`config.mk`:
```
export PLATFORM = sky130hd
export DESIGN_NAME = run_ctrl
export DESIGN_NICKNAME = d
export VERILOG_FILES = /design/src/rtl/run_ctrl.sv
export SDC_FILE = /design/constraint.sdc
export NUM_CORES = 1
export LEC_CHECK = 0
export BUFFER_PORTS_ARGS = -buffer_cell sky130_fd_sc_hd__buf_2
export CORE_UTILIZATION = 55
export CTS_CLUSTER_DIAMETER = 150
export CTS_CLUSTER_SIZE = 28
export DETAILED_ROUTE_END_ITERATION = 10
export GPL_TIMING_DRIVEN = 0
export PLACE_DENSITY = 0.79
export SYNTH_ARGS = -nofsm -noshare
export SYNTH_HDL_FRONTEND = slang
export SYNTH_SLANG_ARGS = --single-unit
```
`constraint.sdc`:
```
create_clock -name clk -period 2.3 [get_ports clk]
set_input_delay 0.345 -clock clk [delete_from_list [all_inputs] [get_ports clk]]
set_output_delay 0.345 -clock clk [all_outputs]
set_load 0.05 [all_outputs]
```
`src/rtl/run_ctrl.sv`:
```
// Run controller: stretches the external reset into a fixed-length core reset,
// counts RUN cycles and latches a sticky terminal state on halt, error or watchdog.
module run_ctrl #(
  parameter int RST_CYCLES = 2,
  parameter int MAX_CYCLES = 100004,
  parameter int CNT_W      = 32
) (
  input  logic             clk,
  input  logic             rst_n,
  input  logic             soft_rst,
  input  logic             err,
  input  logic             halt,
  output logic             core_rst,
  output logic             running,
  output logic             done,
  output logic             err_flag,
  output logic             timeout,
  output logic [2:0]       state,
  output logic [CNT_W-1:0] cycle_count
);

  localparam int RC_W = $clog2(RST_CYCLES) + 1;
  localparam logic [RC_W-1:0]  RC_LAST  = RC_W'(RST_CYCLES - 1);
  localparam logic [CNT_W-1:0] CNT_LAST = CNT_W'(MAX_CYCLES - 1);

  typedef enum logic [2:0] {
    S_RESET   = 3'd0,
    S_RUN     = 3'd1,
    S_HALT    = 3'd2,
    S_ERROR   = 3'd3,
    S_TIMEOUT = 3'd4
  } state_e;

  state_e           state_q, state_d;
  logic [RC_W-1:0]  rst_cnt_q, rst_cnt_d;
  logic [CNT_W-1:0] cnt_q, cnt_d;
  logic             core_rst_q, core_rst_d;
  logic             running_q, running_d;
  logic             done_q, done_d;
  logic             err_flag_q, err_flag_d;
  logic             timeout_q, timeout_d;

  // Next-state, counters and flag decode; flags follow the next state so they register with it
  always_comb begin
    state_d   = state_q;
    rst_cnt_d = rst_cnt_q;
    cnt_d     = cnt_q;
    if (soft_rst) begin
      state_d   = S_RESET;
      rst_cnt_d = '0;
      cnt_d     = '0;
    end else begin
      case (state_q)
        S_RESET: begin
          if (rst_cnt_q == RC_LAST) begin
            state_d   = S_RUN;
            rst_cnt_d = '0;
          end else begin
            rst_cnt_d = rst_cnt_q + RC_W'(1);
          end
        end
        S_RUN: begin
          cnt_d = cnt_q + CNT_W'(1);
          if (err) begin
            state_d = S_ERROR;
          end else if (halt) begin
            state_d = S_HALT;
          end else if (cnt_q == CNT_LAST) begin
            state_d = S_TIMEOUT;
          end else begin
            state_d = S_RUN;
          end
        end
        S_HALT, S_ERROR, S_TIMEOUT: begin
          state_d = state_q;
        end
        default: begin
          // Unused encodings fall back into a full reset sequence
          state_d   = S_RESET;
          rst_cnt_d = '0;
          cnt_d     = '0;
        end
      endcase
    end
    core_rst_d = (state_d == S_RESET);
    running_d  = (state_d == S_RUN);
    done_d     = (state_d == S_HALT);
    err_flag_d = (state_d == S_ERROR);
    timeout_d  = (state_d == S_TIMEOUT);
  end

  // State, counters and registered status outputs
  always_ff @(posedge clk or negedge rst_n) begin
    if (!rst_n) begin
      state_q    <= S_RESET;
      rst_cnt_q  <= '0;
      cnt_q      <= '0;
      core_rst_q <= 1'b1;
      running_q  <= 1'b0;
      done_q     <= 1'b0;
      err_flag_q <= 1'b0;
      timeout_q  <= 1'b0;
    end else begin
      state_q    <= state_d;
      rst_cnt_q  <= rst_cnt_d;
      cnt_q      <= cnt_d;
      core_rst_q <= core_rst_d;
      running_q  <= running_d;
      done_q     <= done_d;
      err_flag_q <= err_flag_d;
      timeout_q  <= timeout_d;
    end
  end

  assign state       = state_q;
  assign cycle_count = cnt_q;
  assign core_rst    = core_rst_q;
  assign running     = running_q;
  assign done        = done_q;
  assign err_flag    = err_flag_q;
  assign timeout     = timeout_q;

endmodule

```
After elaboration in Yosys (flattened, before gate mapping). Cells that the tools add are included.

Add/sub/neg operators: 2. Eq/ne operators: 12. Muxes and demuxes: 11. Reductions and logical operators: 5.

Operator list (number): $pmux W32 S2 (1); $add A32 B1 Y32 const B (1); $eq A32 B17 Y1 const B (1); $mux W32 (1); $mux W3 (5); $eq A3 B2 Y1 const B (4); $pmux W3 S3 (1); $reduce_or A4 Y1 (2); $eq A3 B1 Y1 const B (2); $eq A3 B3 Y1 const B (2); $logic_not A3 Y1 (2); $mux W2 (2); $ne A2 B1 Y1 const B (2); $pmux W2 S2 (1); $reduce_or A3 Y1 (1); $add A2 B1 Y2 const B (1); $eq A2 B1 Y1 const B (1).

Flip-flop bits (word level): 42. Output and inout port bits: 40.

Logic depth before layout (Yosys ltp). Gate-level depths: netlist of run 1.

Depth in word-level cells: 7. Depth in mapped cells: 7. Depth with buffers taken out: 6.

Least setup slack after synthesis of run 1. OpenSTA, ideal clock, no wires.

Path kind: reg-to-reg. Start point: reg cnt_q[1] (netlist: cycle_count[1]). End point: reg done_q (netlist: done). Setup time: 0.066 ns. Arrival time: 2.167 ns. Data required time: 2.234 ns. Path slack: 0.067 ns. Stages on the path, launching flop included: 7. Clock period less this slack: 2.233 ns. Path through: dfrtp_1 -> ha_1 -> nand4b_1 -> or3_1 -> or3_1 -> a21boi_1 -> and2_1.

Word-level cells in the longest chain between the ends: 7.

RTL lines: start: declaration (line 36) `logic [CNT_W-1:0] cnt_q, cnt_d;`; start signal: assignment (line 106) `cnt_q <= cnt_d;`; $eq A32 B17 Y1 (line 68) `end else if (cnt_q == CNT_LAST) begin`; $mux W3 (line 68); $mux W3 (line 66) `end else if (halt) begin`; $mux W3 (line 64) `if (err) begin`; $pmux W3 S3 (line 53) `case (state_q)`; $mux W3 (line 48) `if (soft_rst) begin`; $eq A3 B2 Y1 (line 87) `done_d = (state_d == S_HALT);`; via done_d (line 39) `logic done_q, done_d;`; end signal: assignment (line 109) `done_q <= done_d;`; end: declaration (line 39).

The timed path passes the listed nets, and every way through them passes these cells. A chain may end at the register's enable or synchronous reset.

Worst setup path in the final report of run 1.
Start point: reg cnt_q[0] (netlist: cycle_count[0]). End point: reg done_q (netlist: done).

Same word-level chain as after synthesis.

==> out/results.tsv, run 1 <==
stage	metric	value	unit
sta	clk_skew	0.00401	ns
yosys	Seq/Total Area, Yosys	0.464	
finish	most frequent cells in the layout	buf_2, dfrtp_1, nor2_1	
yosys	Synth cell types	45	
worst_setup_path	critical-path maximum fanout	5	
power_and_ir_drop	Pwr per Cell Area	633	nW/um^2
worst_setup_path	delay of the slowest critical-path stage	0.42	ns
power_and_ir_drop	Power Total	1.67	mW
worst_setup_path	CP top delay family	simple AND/OR/NAND/NOR gates	
worst_setup_path	Worst EP arrival	2.38	ns
clocking	Hold Buf Count CTS	0	
worst_setup_path	Worst setup endpoint	done	
grt	antenna violations before repair	0	
power_and_ir_drop	cell internal pwr	1.13	mW
placed_design	Final HPWL DP	3720	um
sta	Slew @ Worst Pin	0.916	ns
finish	Filler Cell Count	320	
worst_setup_path	Reg2Reg Depth	6	
power_and_ir_drop	switching share of power	0.327	
worst_setup_path	Crit. path cell count	6	
min_path	Hold Crit Class	primary input to async pin	
worst_setup_path	flop2flop setup slack	0.16	ns
worst_setup_path	Worst R2R Start	cycle_count[0]	
drt	Vias per Instance	5.95	
drt	post-route ant nets	0	
worst_setup_path	Reg-to-Reg End	done	
placed_design	PortBufs	44	
worst_setup_path	CP cell instances	ha_1 -> nand4b_1 -> or3_1 -> or3_1 -> a21boi_1 -> and2_1	
floorplan	Initial Util	0.597	
yosys	number of synthesized flops with an enable pin	0	
yosys	Synthesized Nets	256	
placed_design	Placed Area	2550	um^2
drt	met2 routed WL	2380	um
sta	fmax	467	MHz
sta	post-layout min period	2.14	ns
finish	synthesis-to-layout area growth	16.4	%
finish	nets@finish	307	
clocking	deepest clock path buffer count	2	
worst_setup_path	CP Launch Type	register	
yosys	Top FF cell, synth	dfrtp_1	
yosys	Yosys Warn Count	0	
sta	setup_tns	0	ns
worst_setup_path	Crit Path Class	register to register	
worst_setup_path	Buf+Inv Stages, Crit Path	0	
clocking	post-CTS setup buffer count	0	
run_status	status	finished clean	
finish	Layout Utilization	0.695	
drt	drt drc	0	
yosys	#FFs+latches synth	42	
clocking	CTS tree	done	
grt	vias in the first global route	1858	
power_and_ir_drop	Reg power frac	0.483	
floorplan	std cell rows	22	
power_and_ir_drop	Clock Power Share	0.293	
drt	final WL	5230	um
drt	DRT Pass-1 Iters	4	
finish	most common cell after layout, fill and taps aside	buf_2	
grt	Tot GR Track Use	0.262	
power_and_ir_drop	static leakage	1.19	nW
drt	top sig layer	met4	
finish	antenna fix cells	0	
clocking	clk slew on worst S/H paths	0.08	ns
sta	RSZ-0062 raised after global routing	false	
drt	initial drt markers	168	
finish	design area	2640	um^2
worst_setup_path	critical path required time	2.54	ns
run	max-cap violation count	0	
drt	met3 wire len	277	um
yosys	Gate Count Post-Synth	250	
clocking	H-tree levels	2	
sta	crit share post-route	0.931	
yosys	fraction of registers with async set/reset	1.00	
worst_setup_path	worst setup path startpoint	cycle_count[0]	
placed_design	GPL Wtd Cong	0.891	
power_and_ir_drop	switching pwr	0.546	mW
power_and_ir_drop	combinational power share	0.224	
grt	first-pass GRT wire length	8720	um
floorplan	Die ar.	4390	um^2
yosys	Mapped Area	2270	um^2
finish	layout cells sized above 1	0.202	
clocking	clock sinks	42	
floorplan	Die Ht	66.2	um
worst_setup_path	Worst path most repeated cell	or3_1	
sta	final setup vio count	0	
power_and_ir_drop	maximum vdd drop	0.527	mV
clocking	total CTS buffers	5	
sta	fin. max-slew vios	0	
floorplan	die width	66.2	um
yosys	Post-Syn Area per Cell	9.07	um^2
clocking	post-CTS sizing	0	
clocking	root buf cell	clkbuf_8	
grt	pin count of the biggest net entering global routing	43	
worst_setup_path	Setup crit end kind	register	
sta	Fin. Hold Viols	0	
sta	Max-slew headroom	0.390	
grt	gr ovfl total	0	
drt	routed length per instance	15.0	um
worst_setup_path	Critical Path Slowest Stage Cell	dfrtp_1	
clocking	Worst-Skew Late Latency	0.29	ns
floorplan	# IOs	45	
drt	wire length on met1	2490	um
drt	vias after detailed routing	2083	
floorplan	core area	3800	um^2
## worst min-delay path by stage
stage | from | to | slack [ns] | cells past startpoint
after floorplan | rst_n | cycle_count[0] | 0.05 | 0
after global placement | rst_cnt_q[0] | rst_cnt_q[1] | 0.47 | 1
after detailed placement | rst_cnt_q[0] | rst_cnt_q[1] | 0.48 | 1
after CTS | rst_n | timeout | 0.22 | 1
after global routing | rst_n | timeout | 0.27 | 1
final | rst_n | cycle_count[6] | 0.18 | 1
## through the flow
step | std cells | setup WS (ns) | hold WS [ns]
2_1_floorplan | 250 | 0.0667 | 0.0494
3_3_place_gp | 342 | 0.155 | 0.467
3_5_place_dp | 342 | 0.170 | 0.477
4_1_cts | 350 | 0.146 | 0.218
5_1_grt | 350 | 0.00343 | 0.267
6_report | 350 | 0.160 | 0.177
## cell usage after synthesis, types with 3 or more instances
cell,n,area (um^2)
and2_1,3,18.8
dfrtp_1,41,1030
nand4_1,10,62.6
buf_2,3,15.0
a21oi_1,11,55.1
nand2_1,15,56.3
clkbuf_1,8,30.0
and3_1,4,25.0
or3_1,5,31.3
nor4_2,3,37.5
xnor2_1,15,131
o21ai_0,10,50.1
nor3_1,11,55.1
xor2_1,4,35.0
nand2b_1,6,37.5
and4_1,3,26.3
nor2_1,38,143
inv_1,8,30.0
nand3_1,9,45.0
o41ai_1,4,35.0
nor4_1,8,50.1
## power by group through the flow
| stage | Clock, mW | Combinational [mW] | Sequential (mW) |
|---|---|---|---|
| 3_5_place_dp | 0 | 0.375 | 0.822 |
| 3_3_place_gp | 0 | 0.373 | 0.821 |
| 5_1_grt | 0.530 | 0.409 | 0.813 |
| 2_1_floorplan | 0 | 0.162 | 0.946 |
| 6_report | 0.489 | 0.375 | 0.808 |
| 4_1_cts | 0.496 | 0.377 | 0.808 |
## area by class of cell
class                   instances  area, um^2  share of cell area
multi-input cells             189        1140               0.432
flip-flops and latches         42        1050               0.399
repair buffers                 44         220              0.0834
clock buffers                   7        86.3              0.0327
well taps                      48        60.1              0.0227
plain buffers                  11        45.0              0.0171
inverters                       8        30.0              0.0114
clock inverters                 1        5.00             0.00190
## sequential cells by signal, indices dropped and copies added (netlist names)
| name | flops |
|---|---|
| state | 3 |
| cycle_count | 32 |
| done | 1 |
| timeout | 1 |
| rst_cnt_q | 2 |
| core_rst | 1 |
| running | 1 |
| err_flag | 1 |
## per-layer routing
layer / vias up / GRT usage
li1: 1002 / -
met1: 1000 / 0.379
met2: 71 / 0.401
met3: 10 / 0.0414
met4: 0 / 0.0851
met5: - / 0
## logic make-up after synthesis
group,count (synthesis),share of synthesized area
simple gates,127,0.298
flops,42,0.464
xor+xnor,19,0.0734
mux,2,0.00883
compound gates,40,0.117
buf+inv,19,0.0331
fa+ha+maj,1,0.00551
No activity file was read; power rests on OpenSTA's default activity.
==> run 2, diff against run 1 <==
- RECOVER_POWER: unset -> 100
==> run 2 against run 1 <==
Compared with the run above:
- cell count unchanged
- first-iteration DRC count rose by 18%
- register-to-register slack worse by 0.02 ns
- sequential cell count is the same
- fmax down 1.0%
- die area did not move
- global-route usage stayed put
- critical endpoint unchanged
- power is 0.39% lower
==> out/results.tsv, run 2 (same netlist as run 1, synthesis figures left out) <==
stage	metric	value	unit
run_status	status	finished clean	
sta	fmax	462	MHz
power_and_ir_drop	Power Total	1.67	mW
drt	vias after detailed routing	2085	
clocking	deepest clock path buffer count	2	
drt	Vias per Instance	5.96	
clocking	clk slew on worst S/H paths	0.08	ns
worst_setup_path	flop2flop setup slack	0.14	ns
worst_setup_path	critical-path maximum fanout	5	
floorplan	# IOs	45	
placed_design	GPL Wtd Cong	0.891	
clocking	post-CTS sizing	0	
finish	area of the multi-input gates	1120	um^2
worst_setup_path	Reg2Reg Depth	6	
floorplan	Die ar.	4390	um^2
grt	gr ovfl total	0	
drt	drt drc	0	
sta	setup_tns	0	ns
finish	layout cells sized above 1	0.0629	
drt	final WL	5290	um
worst_setup_path	CP Launch Type	register	
sta	Max-slew headroom	0.320	
finish	Layout Utilization	0.677	
placed_design	Final HPWL DP	3720	um
finish	sequential standard cell area	1050	um^2
clocking	total CTS buffers	5	
drt	DRT Pass-1 Iters	4	
drt	routed length per instance	15.1	um
grt	antenna violations before repair	0	
worst_setup_path	Crit Path Class	register to register	
worst_setup_path	Worst EP arrival	2.40	ns
sta	RSZ-0062 raised after global routing	false	
finish	Filler Cell Count	341	
floorplan	std cell rows	22	
finish	synthesis-to-layout area growth	13.4	%
finish	nets@finish	307	
placed_design	PortBufs	44	
power_and_ir_drop	maximum vdd drop	0.500	mV
grt	vias in the first global route	1858	
clocking	root buf cell	clkbuf_8	
placed_design	total placed cells including tap cells	342	
floorplan	Initial Util	0.597	
finish	final cell count without fillers	350	
worst_setup_path	Reg-to-Reg End	done	
sta	Final Hold Slack	0.211	ns
grt	Tot GR Track Use	0.262	
sta	Slew @ Worst Pin	1.02	ns
floorplan	die width	66.2	um
drt	initial drt markers	198	
sta	fin. max-slew vios	0	
finish	antenna fix cells	0	
finish	max FFs per register	32	
finish	most frequent cells in the layout	clkbuf_1, dfrtp_1, nor2_1	
floorplan	Die Ht	66.2	um
grt	pin count of the biggest net entering global routing	43	
worst_setup_path	Worst R2R Start	cycle_count[0]	
finish	most common cell after layout, fill and taps aside	clkbuf_1	
sta	clk_skew	0.00328	ns
power_and_ir_drop	Pwr per Cell Area	647	nW/um^2
clocking	clock sinks	42	
grt	first-pass GRT wire length	8720	um
run	max-cap violation count	0	
sta	Fin. Hold Viols	0	
drt	post-route ant nets	0	
power_and_ir_drop	static leakage	1.02	nW
clocking	CTS tree	done	
worst_setup_path	Setup crit end kind	register	
sta	crit share post-route	0.940	
clocking	Worst-Skew Late Latency	0.29	ns
sta	post-layout min period	2.16	ns
worst_setup_path	critical path required time	2.54	ns
min_path	Hold Crit Class	primary input to async pin	
sta	final setup vio count	0	
clocking	post-CTS setup buffer count	0	
clocking	H-tree levels	2	
clocking	Hold Buf Count CTS	0	
floorplan	core area	3800	um^2
run 2: cell count changes in the layout (fill, tap and decap cells not counted):
cell | before | now
buf_2 | 47 | 7
clkbuf_1 | 9 | 48
nor4_1 | 8 | 11
nor4_2 | 3 | 0
clkbuf_2 | 0 | 1
o21ai_0 | 10 | 11
o21ai_1 | 1 | 0
o311ai_0 | 0 | 1
o311ai_1 | 2 | 1
run 2: how the worst max path moves through the flow:
stage                    from       end  slack, ns  cells past startpoint
6_report       cycle_count[0]      done       0.14                      6
5_1_grt        cycle_count[0]      done      0.003                      6
4_1_cts        cycle_count[0]  core_rst       0.15                      5
3_5_place_dp   cycle_count[0]  core_rst       0.17                      5
3_3_place_gp   cycle_count[0]  core_rst       0.16                      5
2_1_floorplan  cycle_count[1]      done       0.07                      6
run 2: worst max-delay path: stages (launching register included):
cell	delay, ns
dfrtp_1	0.42
ha_1	0.27
nand4b_1	0.14
or3_1	0.42
or3_1	0.38
a21boi_1	0.30
and2_1	0.17
run 2: report_power, final:
group,leakage (nW),internal [mW],switching [mW]
clock,0.0482,0.242,0.248
sequential,0.579,0.783,0.0263
combinational,0.394,0.0915,0.274
total,1.02,1.12,0.549
run 2: stage by stage:
stage	area [um^2]	worst slack, ns
6_report	2570	0.137
5_1_grt	2570	0.00343
4_1_cts	2640	0.146
3_5_place_dp	2550	0.170
3_3_place_gp	2550	0.155
2_1_floorplan	2270	0.0667
run 2: metal layers:
| metal | track usage | up-vias | wire (um) |
|---|---|---|---|
| li1 | - | 1002 | - |
| met1 | 0.379 | 1020 | 2490 |
| met2 | 0.401 | 57 | 2460 |
| met3 | 0.0414 | 6 | 285 |
| met4 | 0.0851 | 0 | 54 |
| met5 | 0 | - | 0 |
run 2: cell type report:
| type | instances | share of cell area |
|---|---|---|
| multi-input cells | 189 | 0.436 |
| clock inverters | 1 | 0.00195 |
| clock buffers | 7 | 0.0336 |
| plain buffers | 11 | 0.0175 |
| well taps | 48 | 0.0233 |
| inverters | 8 | 0.0117 |
| flip-flops and latches | 42 | 0.409 |
| repair buffers | 44 | 0.0666 |
==> run 3, diff against run 2 <==
- CORE_MARGIN: unset -> 4
- CORE_UTILIZATION: 55 -> 40
- CTS_BUF_LIST: unset -> sky130_fd_sc_hd__clkbuf_16
- PLACE_DENSITY: 0.79 -> 0.6
==> run 3 against run 2 <==
Compared with the run above:
- clock skew is 0.0036 ns higher
- first-iteration DRC count is 16% lower
- fmax is 3.0% higher
- hold slack improved by 0.058 ns
- clock power rose by 37%
- cell area increased by 3.1%
- via count down 2.2%
- sequential power about the same
- global-route usage is 7.8 points lower
- worst setup slack improved by 0.064 ns
- power is 11% higher
- count of clock-buffer cells in the layout shrank 2
==> out/results.tsv, run 3 (same netlist as run 1, synthesis figures left out) <==
stage	metric	value	unit
clocking	clk slew on worst S/H paths	0.06	ns
floorplan	die width	83.3	um
placed_design	Placed Area	2580	um^2
sta	setup_tns	0	ns
drt	Vias per Instance	5.45	
drt	met2 routed WL	2690	um
clocking	clock sinks	42	
grt	gr ovfl total	0	
worst_setup_path	critical-path maximum fanout	5	
drt	vias after detailed routing	2040	
sta	final setup vio count	0	
drt	met3 wire len	344	um
clocking	Hold Buf Count CTS	0	
finish	most frequent cells in the layout	clkbuf_1, dfrtp_1, nor2_1	
drt	wire length on met1	2850	um
floorplan	# IOs	45	
worst_setup_path	worst setup path startpoint	cycle_count[0]	
drt	DRT Pass-1 Iters	4	
worst_setup_path	Worst R2R Start	cycle_count[0]	
finish	max FFs per register	32	
sta	Slew @ Worst Pin	1.10	ns
clocking	CTS tree	done	
run	max-cap violation count	0	
worst_setup_path	Worst path most repeated cell	nand4_1	
grt	antenna violations before repair	0	
sta	RSZ-0062 raised after global routing	false	
worst_setup_path	delay of the slowest critical-path stage	0.49	ns
finish	layout cells sized above 1	0.0596	
floorplan	Die ar.	6940	um^2
worst_setup_path	critical path required time	2.52	ns
grt	Tot GR Track Use	0.184	
finish	synthesis-to-layout area growth	16.9	%
worst_setup_path	CP top delay family	simple AND/OR/NAND/NOR gates	
drt	top sig layer	met4	
grt	first-pass GRT wire length	10400	um
sta	clk_skew	0.00691	ns
clocking	deepest clock path buffer count	2	
worst_setup_path	Crit Path Class	register to register	
worst_setup_path	CP Launch Type	register	
placed_design	GPL Wtd Cong	0.832	
clocking	H-tree levels	2	
drt	drt drc	0	
drt	final WL	5960	um
finish	antenna fix cells	0	
grt	pin count of the biggest net entering global routing	43	
drt	post-route ant nets	0	
floorplan	core area	5510	um^2
finish	design area	2650	um^2
power_and_ir_drop	Pwr per Cell Area	698	nW/um^2
sta	Max-slew headroom	0.264	
sta	Fin. Hold Viols	0	
run_status	status	finished clean	
finish	nets@finish	307	
sta	crit share post-route	0.913	
power_and_ir_drop	Power Total	1.85	mW
sta	post-layout min period	2.10	ns
min_path	Hold Crit Class	primary input to async pin	
sta	fmax	476	MHz
floorplan	Die Ht	83.3	um
worst_setup_path	Buf+Inv Stages, Crit Path	0	
power_and_ir_drop	static leakage	1.04	nW
floorplan	std cell rows	27	
worst_setup_path	CP cell instances	ha_1 -> nand4_1 -> a21oi_1 -> nand4_1 -> or4_1 -> nand2_1	
worst_setup_path	Worst EP arrival	2.32	ns
clocking	root buf cell	clkbuf_16	
placed_design	PortBufs	44	
drt	routed length per instance	15.9	um
drt	initial drt markers	167	
clocking	total CTS buffers	5	
worst_setup_path	Setup crit end kind	register	
placed_design	Final HPWL DP	4140	um
power_and_ir_drop	maximum vdd drop	0.328	mV
finish	most common cell after layout, fill and taps aside	clkbuf_1	
worst_setup_path	Critical Path Slowest Stage Cell	or4_1	
finish	Layout Utilization	0.481	
grt	vias in the first global route	2112	
floorplan	Initial Util	0.412	
clocking	Worst-Skew Late Latency	0.28	ns
sta	fin. max-slew vios	0	
[run 3: cell count changes in the layout (fill, tap and decap cells not counted), sizes merged]
cell,delta
inv,+1
clkinv,+1
buf,-1
clkbuf,-1
[run 3: timing repair]
action / CTS / global route
endpoints found under the setup margin: 0 / 1
resized for setup: 0 / 2
buffers inserted: 0 / 0
[run 3: worst reg2reg max path, cell delays in order (launching register included)]
cell     delay [ns]
dfrtp_1        0.40
ha_1           0.28
nand4_1        0.14
a21oi_1        0.45
nand4_1        0.20
or4_1          0.49
nand2_1        0.08
[run 3: power by group]
part           leakage, nW  internal, mW  switching [mW]
clock network       0.0724         0.392           0.278
registers            0.579         0.784          0.0246
logic                0.390        0.0930           0.279
[run 3: per-stage QoR]
stage / std cells / setup slack (ns) / hold slack, ns
finish: 374 / 0.201 / 0.269
global route: 374 / 0.0273 / 0.364
CTS: 374 / 0.182 / 0.260
detailed placement: 366 / 0.214 / 0.487
global placement: 366 / 0.209 / 0.479
floorplan: 250 / 0.0667 / 0.0494
[run 3: final cells by class]
| class | count | area [um^2] |
|---|---|---|
| Clock buffer | 5 | 125 |
| Multi-Input combinational cell | 189 | 1130 |
| Buffer | 11 | 45.0 |
| Tap cell | 72 | 90.1 |
| Sequential cell | 42 | 1050 |
| Timing Repair Buffer | 44 | 170 |
| Fill cell | 558 | 2860 |
| Inverter | 8 | 30.0 |
| Clock inverter | 3 | 12.5 |
[run 3: worst paths after layout]
check | cells past startpoint | to | slack [ns]
worst max-delay path | 6 | cycle_count[30] | 0.20
worst min-delay path | 1 | cycle_count[15] | 0.27
worst max register to register | 6 | cycle_count[30] | 0.20
worst min register to register | 1 | rst_cnt_q[1] | 0.49
max in group asynchronous | 1 | cycle_count[23] | 1.36
min in group clk | 3 | core_rst | 0.37
[run 3: layer usage]
layer	GRT usage	up-vias
li1	-	1004
met1	0.259	974
met2	0.283	53
met3	0.0427	9
met4	0.0535	0
met5	0	-
